File: src/rtl/carry_select_sequencer.sv
// Multi-cycle carry-select adder: one SLICE-bit slice per cycle, LSB first.
// Both slice sums are formed each cycle and the registered carry selects one.
module carry_select_sequencer #(
  parameter int WIDTH = 16,
  parameter int SLICE = 4
) (
  input  logic             clk,
  input  logic             rst,
  input  logic             in_valid,
  output logic             in_ready,
  input  logic [WIDTH-1:0] a,
  input  logic [WIDTH-1:0] b,
  input  logic             cin,
  output logic             out_valid,
  input  logic             out_ready,
  output logic [WIDTH-1:0] sum,
  output logic             cout,
  output logic             ovf,
  output logic             busy
);

  localparam int NSLICE = WIDTH / SLICE;
  localparam int IW = (NSLICE > 1) ? $clog2(NSLICE) : 1;

  localparam logic [1:0] S_IDLE = 2'd0;
  localparam logic [1:0] S_RUN  = 2'd1;
  localparam logic [1:0] S_DONE = 2'd2;

  if (SLICE < 1 || (WIDTH % SLICE) != 0) begin : g_bad_param
    $error("WIDTH must be a positive multiple of SLICE");
  end

  logic [1:0]       state_q, state_d;
  logic [IW-1:0]    idx_q, idx_d;
  logic             carry_q, carry_d;
  logic [WIDTH-1:0] a_q, a_d;
  logic [WIDTH-1:0] b_q, b_d;
  logic [WIDTH-1:0] sum_q, sum_d;
  logic             cout_q, cout_d;
  logic             ovf_q, ovf_d;

  logic [SLICE-1:0] a_k, b_k;
  logic [SLICE:0]   s0, s1, chosen;
  logic             msb_cin;
  logic             last;

  always_comb begin
    a_k    = a_q[int'(idx_q)*SLICE +: SLICE];
    b_k    = b_q[int'(idx_q)*SLICE +: SLICE];
    s0     = {1'b0, a_k} + {1'b0, b_k};
    s1     = s0 + {{SLICE{1'b0}}, 1'b1};
    chosen = carry_q ? s1 : s0;
    // carry into the slice MSB recovered from its sum bit
    msb_cin = chosen[SLICE-1] ^ a_k[SLICE-1] ^ b_k[SLICE-1];
    last    = (idx_q == IW'(NSLICE - 1));
  end

  always_comb begin
    state_d = state_q;
    idx_d   = idx_q;
    carry_d = carry_q;
    a_d     = a_q;
    b_d     = b_q;
    sum_d   = sum_q;
    cout_d  = cout_q;
    ovf_d   = ovf_q;
    case (state_q)
      S_IDLE: begin
        if (in_valid) begin
          a_d     = a;
          b_d     = b;
          carry_d = cin;
          idx_d   = '0;
          sum_d   = '0;
          state_d = S_RUN;
        end
      end
      S_RUN: begin
        sum_d[int'(idx_q)*SLICE +: SLICE] = chosen[SLICE-1:0];
        carry_d = chosen[SLICE];
        if (last) begin
          cout_d  = chosen[SLICE];
          ovf_d   = msb_cin ^ chosen[SLICE];
          state_d = S_DONE;
        end else begin
          idx_d = idx_q + 1'b1;
        end
      end
      S_DONE: begin
        if (out_ready) state_d = S_IDLE;
      end
      default: state_d = S_IDLE;
    endcase
  end

  always_ff @(posedge clk or posedge rst) begin
    if (rst) begin
      state_q <= S_IDLE;
      idx_q   <= '0;
      carry_q <= 1'b0;
      a_q     <= '0;
      b_q     <= '0;
      sum_q   <= '0;
      cout_q  <= 1'b0;
      ovf_q   <= 1'b0;
    end else begin
      state_q <= state_d;
      idx_q   <= idx_d;
      carry_q <= carry_d;
      a_q     <= a_d;
      b_q     <= b_d;
      sum_q   <= sum_d;
      cout_q  <= cout_d;
      ovf_q   <= ovf_d;
    end
  end

  assign in_ready  = (state_q == S_IDLE) & ~rst;
  assign busy      = (state_q == S_RUN);
  assign out_valid = (state_q == S_DONE);
  assign sum       = sum_q;
  assign cout      = cout_q;
  assign ovf       = ovf_q;

endmodule

File: config.mk
export PLATFORM = sky130hd
export DESIGN_NAME = carry_select_sequencer
export DESIGN_NICKNAME = d
export VERILOG_FILES = /design/src/rtl/carry_select_sequencer.sv
export SDC_FILE = /design/constraint.sdc
export NUM_CORES = 1
export LEC_CHECK = 0
export ABC_AREA = 1
export BUFFER_PORTS_ARGS = -buffer_cell sky130_fd_sc_hd__buf_2
export CAP_MARGIN = 20
export CORE_UTILIZATION = 25
export CTS_CLUSTER_DIAMETER = 150
export DETAILED_ROUTE_END_ITERATION = 10
export PLACE_DENSITY = 0.49
export SETUP_SLACK_MARGIN = 0.4
export SYNTH_ARGS = -nofsm -noshare
export SYNTH_HDL_FRONTEND = slang
export SYNTH_SLANG_ARGS = --single-unit
File: constraint.sdc
create_clock -name clk -period 2.6 [get_ports clk]
set_input_delay 0.52 -clock clk [delete_from_list [all_inputs] [get_ports clk]]
set_output_delay 0.52 -clock clk [all_outputs]
set_load 0.02 [all_outputs]
; ---- Word-level counts from Yosys, hierarchy flattened
; Cells that the tools add are included.
[classes]
n_addsub = 4
n_mul = 0
n_div = 0
order_cmp = 0
n_eq_ne = 7
shift = 4
mux = 13
bitwise = 5
n_reduce_logical = 7
[ops]
columns = operator, n
row1 = negator 4 -> 33 bit, 1
row2 = variable shift 4 x 33 -> 16 bit (first input constant), 1
row3 = variable part select 4 x 33 -> 16 bit, 1
row4 = case mux 16 bit (2 select lines), 1
row5 = variable part select 16 x 5 -> 4 bit, 2
row6 = bitwise mux 16 bit, 1
row7 = two-way mux 16 bit, 1
row8 = two-way mux 2 bit, 5
row9 = case mux 2 bit (3 select lines), 1
row10 = AND reduction 2 bit, 3
row11 = AND reduction 3 bit, 2
row12 = adder 4 x 4 -> 5 bit, 1
row13 = adder 5 x 1 -> 5 bit (second input constant), 1
row14 = two-way mux 5 bit, 1
row15 = == test 2 bit (second input constant), 2
row16 = != test 2 x 1 -> 1 bit (second input constant), 2
row17 = != test 2 bit (second input constant), 2
row18 = case mux 2 bit (2 select lines), 1
row19 = XOR 1 bit, 3
row20 = adder 2 x 1 -> 2 bit (second input constant), 1
row21 = == test 2 x 1 -> 1 bit (second input constant), 1
row22 = logical NOT 2 bit, 1
row23 = case mux 1 bit (2 select lines), 1
row24 = nonzero test 2 bit, 1
row25 = 3 further kinds, 3
[totals]
register_bits = 55
latch_bits = 0
ram_bits = 0
mem_bits_ro = 0
inputBits = 37
output_inout_bits = 21
elab_cells = 48
n_memories = 0

; ---- Depth between registers and ports, before layout
[logic_depth]
word_depth = 7
depth_mapped = 18
depth_no_buf = 16

; ---- Worst setup path before layout
; OpenSTA, ideal clock, no wires.
[synth_timing]
path_kind = register -> register
start = register idx_q[0]
end = register ovf_q, in the netlist ovf
setup_ps = 116
arrival_ps = 2419
required_time_ps = 2484
setup_slack_ps = 64
stages_incl_launch_ff = 17
n_path_buf = 2
period_less_slack_ps = 2536
path_cell_list = dfrtp_1 -> inv_2 -> buf_6 -> clkbuf_1 -> nor2_1 -> o22ai_1 -> ha_1 -> fa_1 -> ha_1 -> nand2_1 -> nor2_1 -> nand3_1 -> nand2_1 -> nand3_1 -> nand2_1 -> nand2_1 -> nand2_1
[synth_between]
elab_chain_len = 7
elab_cells_between_ends = 10
cone_classes = 2 x add/sub / 1 x eq/ne / 2 x shift / 1 x mux / 3 x bitwise / 1 x reduce/logical
[synth_lines]
columns = element, line_no
row1 = "start, declared", 34  ; logic [IW-1:0] idx_q, idx_d;
row2 = "start signal, assigned", 108  ; idx_q <= idx_d;
row3 = "variable part select 16 x 5 -> 4 bit, on equally long branches", "48, 49"
row4 = adder 4 x 4 -> 5 bit, 50  ; s0 = {1'b0, a_k} + {1'b0, b_k};
row5 = adder 5 x 1 -> 5 bit, 51  ; s1 = s0 + {{SLICE{1'b0}}, 1'b1};
row6 = two-way mux 5 bit, 52  ; chosen = carry_q ? s1 : s0;
row7 = XOR 1 bit (2 in a row), 54  ; msb_cin = chosen[SLICE-1] ^ a_k[SLICE-1] ^ b_k[SLICE-1];
row8 = XOR 1 bit, 83  ; ovf_d = msb_cin ^ chosen[SLICE];
row9 = "end signal, assigned", 114  ; ovf_q <= ovf_d;
row10 = "end, declared", 40  ; logic ovf_q, ovf_d;
; Several ways; a longest one is shown, not always the timed one.
; A chain may end at the register's enable or synchronous reset.

; ---- Worst setup path in the final report
[layout_timing]
start = register idx_q[0]
end = register sum_q[11], in the netlist sum[11]
[layout_between]
elab_chain_len = 7
elab_cells_between_ends = 10
cone_classes = 3 x add/sub / 4 x shift / 3 x mux
[layout_lines]
columns = element, line_no
row1 = "variable part select 16 x 5 -> 4 bit, on equally long branches", "48, 49"
row2 = adder 4 x 4 -> 5 bit, 50
row3 = adder 5 x 1 -> 5 bit, 51
row4 = two-way mux 5 bit, 52
row5 = variable part select 4 x 33 -> 16 bit, 79  ; sum_d[int'(idx_q)*SLICE +: SLICE] = chosen[SLICE-1:0];
row6 = bitwise mux 16 bit *, 79
row7 = case mux 16 bit (2 select lines) *, 67  ; case (state_q)
row8 = "end signal, assigned", 112  ; sum_q <= sum_d;
row9 = "end, declared", 38  ; logic [WIDTH-1:0] sum_q, sum_d;
; Mark *: on every way between the ends. The rest lies on a longest branch, timed or not.

==> results.md <==
* Fill count at 1209
* Number of clock sinks seen by CTS at 55
* Nets in the synthesized netlist at slightly above 400
* Ports at 58
* Vias per std cell at ~4.4
* Number of clock buffers inserted by TritonCTS at 5
* Worst vdd rail ir drop at ~0.57 mV
* Area of the die at about 0.012 mm^2
* Sequential cell area at ~0.0014 mm^2
* Setup skew after layout at just under 0.01 ns
* Power density over the cells at 1530 mW/mm^2
* Length of the first detailed-routing pass in iterations at 4
* Number of maximum-capacitance constraint violations at 0
* TritonCTS clock tree: built
* Element type at the critical path start: flop
* Average detailed-routed wire length per instance at 12.9 um
* Final net count at 480
* CP Class: flop to flop
* Overall overflow remaining after global route at 0
* Endpoint of the worst register-to-register path: sum[11]
* Area growth from synthesis to layout at 29.2%
* Origin of the critical flop-to-flop path: idx_q[0]
* Antenna violations before repair at 0
* Arr. time, crit path at 2.68 ns
* Slew at the pin with the worst max-slew slack at approximately 0.56 ns
* Worst rel slew slack at 0.627
* Setup slack of the most critical reg-to-reg path at between 0.1 and 0.15 ns
* Worst reg-to-reg path cell count at 13
* Aggregate routed wire length at 7.42 mm
* RSZ-0062 raised after global routing: yes
* Routed via count at 2544
* Final TNS setup at 0 ns
* Netlist area before placement at around 0.0029 mm^2
* Cell variety after synth at 25
* Total track usage at 0.136
* Number of port buffers at 57
* First-pass GRT wire length at 12.5 mm
* Crit. End Element: flop
* Synth async-reset ratio at 1.00
* Layout Cells excl Fill at 574
* Delay of the slowest cell on the worst path at 0.57 ns
* Top cell type's share of synthesized area at 0.480
* Clock tree root driver cell: sky130_fd_sc_hd__clkbuf_16
* Number of instances in the placed design at 558
* Setup violators final at 0
* Hold-fix buffer count after cts at 0
* GP Congestion at 0.792
* Ranking of synthesized cells by area: sky130_fd_sc_hd__dfrtp_1, sky130_fd_sc_hd__nand2_1, sky130_fd_sc_hd__nand3_1
* Insertion delay to the later sink of the worst-skew pair at 0.30 ns
* Average cell area after synthesis at between 7 and 8 um^2
* Warning count from the yosys run at 0
* CP max FO at 7
* Number of flops mapped to enable cells by yosys at 0
* Result of the run: complete, no violations
* Starting DRT DRC Count at about 110
* Standard-cell rows at 38
* Flip-flop and latch count after synthesis at 55
* Number of global-route vias before repair at 2621
* Cell with the biggest individual delay on the critical path: sky130_fd_sc_hd__fa_1
* Required time of the critical path at approximately 2.8 ns
* Highest achievable clock rate at 404 MHz
* Number of remaining DRC errors at 0
* Least setup slack across all paths after layout at 0.128 ns
* Final Core Density at 0.336
* Layout cell share with drive strength beyond 1 at 0.290
* Total core area at 0.0110 mm^2
* Most instantiated flip-flop cell in the synthesis netlist: sky130_fd_sc_hd__dfrtp_1
* HP Class: input port to asynchronous set/reset pin
* Worst hold-check slack at ~0.28 ns
* Total area of multi-input combinational cells at approximately 0.0014 mm^2
* Initial Util at 0.260
* Pin count of the biggest net entering global routing at 34
* Share of the yosys chip area belonging to registers at 0.480
* Critical-path cell list: buf_12, o21ai_4, o22ai_2, ha_2, fa_1, inv_2, nor2_4, buf_4, nand3_4, nand3_4, nand2_4, buf_4, o31ai_2
* Crit share post-route at 0.951
* Detailed placement HPWL at 5.44 mm
* Min Tclk post-route at approximately 2.5 ns
* Remaining antenna violation count after routing at 0
* CTS HTree Levels at 2
* Number of instances in the synthesized netlist at between 300 and 400
* Total leakage power at 1.95 nW
* CTS Buffer Depth at 2
* DIE WIDTH at 109 um
* Clk pin slew, worst setup/hold paths at about 0.08 ns
* Library cell occupying the most area in the post-synthesis netlist: sky130_fd_sc_hd__dfrtp_1
* Antenna diode count at 0
* Final count of hold timing violations at 0
* Worst setup timing slack at the placement stage at 0.124 ns
* Max Slew Vio Count at 0
* Die boundary height at roughly 110 um
-- worst max-delay path: cells and delay by family (launching register included) --
kind            cells  cell delay (ns)
flops               1             0.45
compound gates      3             0.37
buf+inv             4             0.46
fa+ha+maj           2             0.77
simple gates        4             0.31
-- where the power goes --
| part | switching [W] | total [W] | internal [W] |
|---|---|---|---|
| Clock | 0.000319 | 0.000805 | 0.000485 |
| Combinational | 0.00212 | 0.00342 | 0.00130 |
| Sequential | 0.000245 | 0.00145 | 0.00121 |
| Total | 0.00268 | 0.00567 | 0.00299 |
-- cell usage in the layout (no fill, tap or decap), types with 8 or more instances in the layout --
cell type                 instances
sky130_fd_sc_hd__nand2_1        153
sky130_fd_sc_hd__buf_2           57
sky130_fd_sc_hd__dfrtp_1         54
sky130_fd_sc_hd__nand3_1         21
sky130_fd_sc_hd__inv_1           18
sky130_fd_sc_hd__nor2_1          16
sky130_fd_sc_hd__buf_4           13
sky130_fd_sc_hd__o21ai_1         11
sky130_fd_sc_hd__inv_2           10
sky130_fd_sc_hd__o21ai_0         10
sky130_fd_sc_hd__nand2_2          8
-- cell families after synthesis --
kind of cell             count (synthesis)  share of synthesized area
adder cells (fa/ha/maj)                 10                     0.0462
AND/OR/NAND/NOR                        217                      0.323
buffers and inverters                   42                     0.0668
AO/OA/AOI/OAI                           42                     0.0842
flip-flops                              55                      0.480
-- final cells by class --
cell class | instances | share of cell area
Clock buffer | 6 | 0.0375
Clock inverter | 2 | 0.0105
Inverter | 29 | 0.0300
Multi-Input combinational cell | 269 | 0.380
Sequential cell | 55 | 0.372
Tap cell | 140 | 0.0473
Timing Repair Buffer | 73 | 0.123
-- worst max path at each step --
| stage | startpoint | endpoint | slack (ns) |
|---|---|---|---|
| global placement | idx_q[0] | ovf | 0.16 |
| CTS | idx_q[0] | ovf | 0.16 |
| detailed placement | idx_q[0] | ovf | 0.12 |
| global route | idx_q[0] | ovf | -0.02 |
| finish | idx_q[0] | sum[11] | 0.13 |
| floorplan | idx_q[0] | ovf | 0.19 |
-- cells in the mapped netlist, types with 2 or more instances --
master and number:
sky130_fd_sc_hd__nand2_1 155, sky130_fd_sc_hd__dfrtp_1 55, sky130_fd_sc_hd__nand3_1 24, sky130_fd_sc_hd__inv_1 23
sky130_fd_sc_hd__nor2_1 19, sky130_fd_sc_hd__o21ai_0 19, sky130_fd_sc_hd__o22ai_1 10, sky130_fd_sc_hd__ha_1 9
sky130_fd_sc_hd__nand2_2 7, sky130_fd_sc_hd__buf_2 6, sky130_fd_sc_hd__inv_2 6, sky130_fd_sc_hd__buf_4 5
sky130_fd_sc_hd__nand4_1 5, sky130_fd_sc_hd__o21ai_1 5, sky130_fd_sc_hd__o31ai_1 5, sky130_fd_sc_hd__nand3_2 2
sky130_fd_sc_hd__nor2_2 2, sky130_fd_sc_hd__nor2_8 2
-- timing repair --
item | CTS | global route
pin swaps | 4 | 5
endpoints found under the setup margin | 15 | 15
buffers inserted | 5 | 2
gates resized for setup | 14 | 20
gates cloned | 1 | 0
-- state kept, by name, indices dropped and copies added, names as in the netlist --
signal / flops
idx_q: 2
cout: 1
b_q: 16
carry_q: 1
ovf: 1
state_q: 2
sum: 16
a_q: 16
-- layer usage --
layer | GRT usage | share of wire | vias up
li1 | - | - | 1311
met1 | 0.181 | 0.49 | 1173
met2 | 0.227 | 0.47 | 54
met3 | 0.0299 | 0.040 | 6
met4 | 0.0270 | 0.0065 | 0
met5 | 0 | 0 | -
-- through the flow --
stage | instance area, um^2 | total power (W)
2_1_floorplan | 2890 | 0.00359
3_3_place_gp | 3340 | 0.00428
3_5_place_dp | 3340 | 0.00430
4_1_cts | 3610 | 0.00542
5_1_grt | 3710 | 0.00622
6_report | 3710 | 0.00567
No activity file was read; power rests on OpenSTA's default activity.
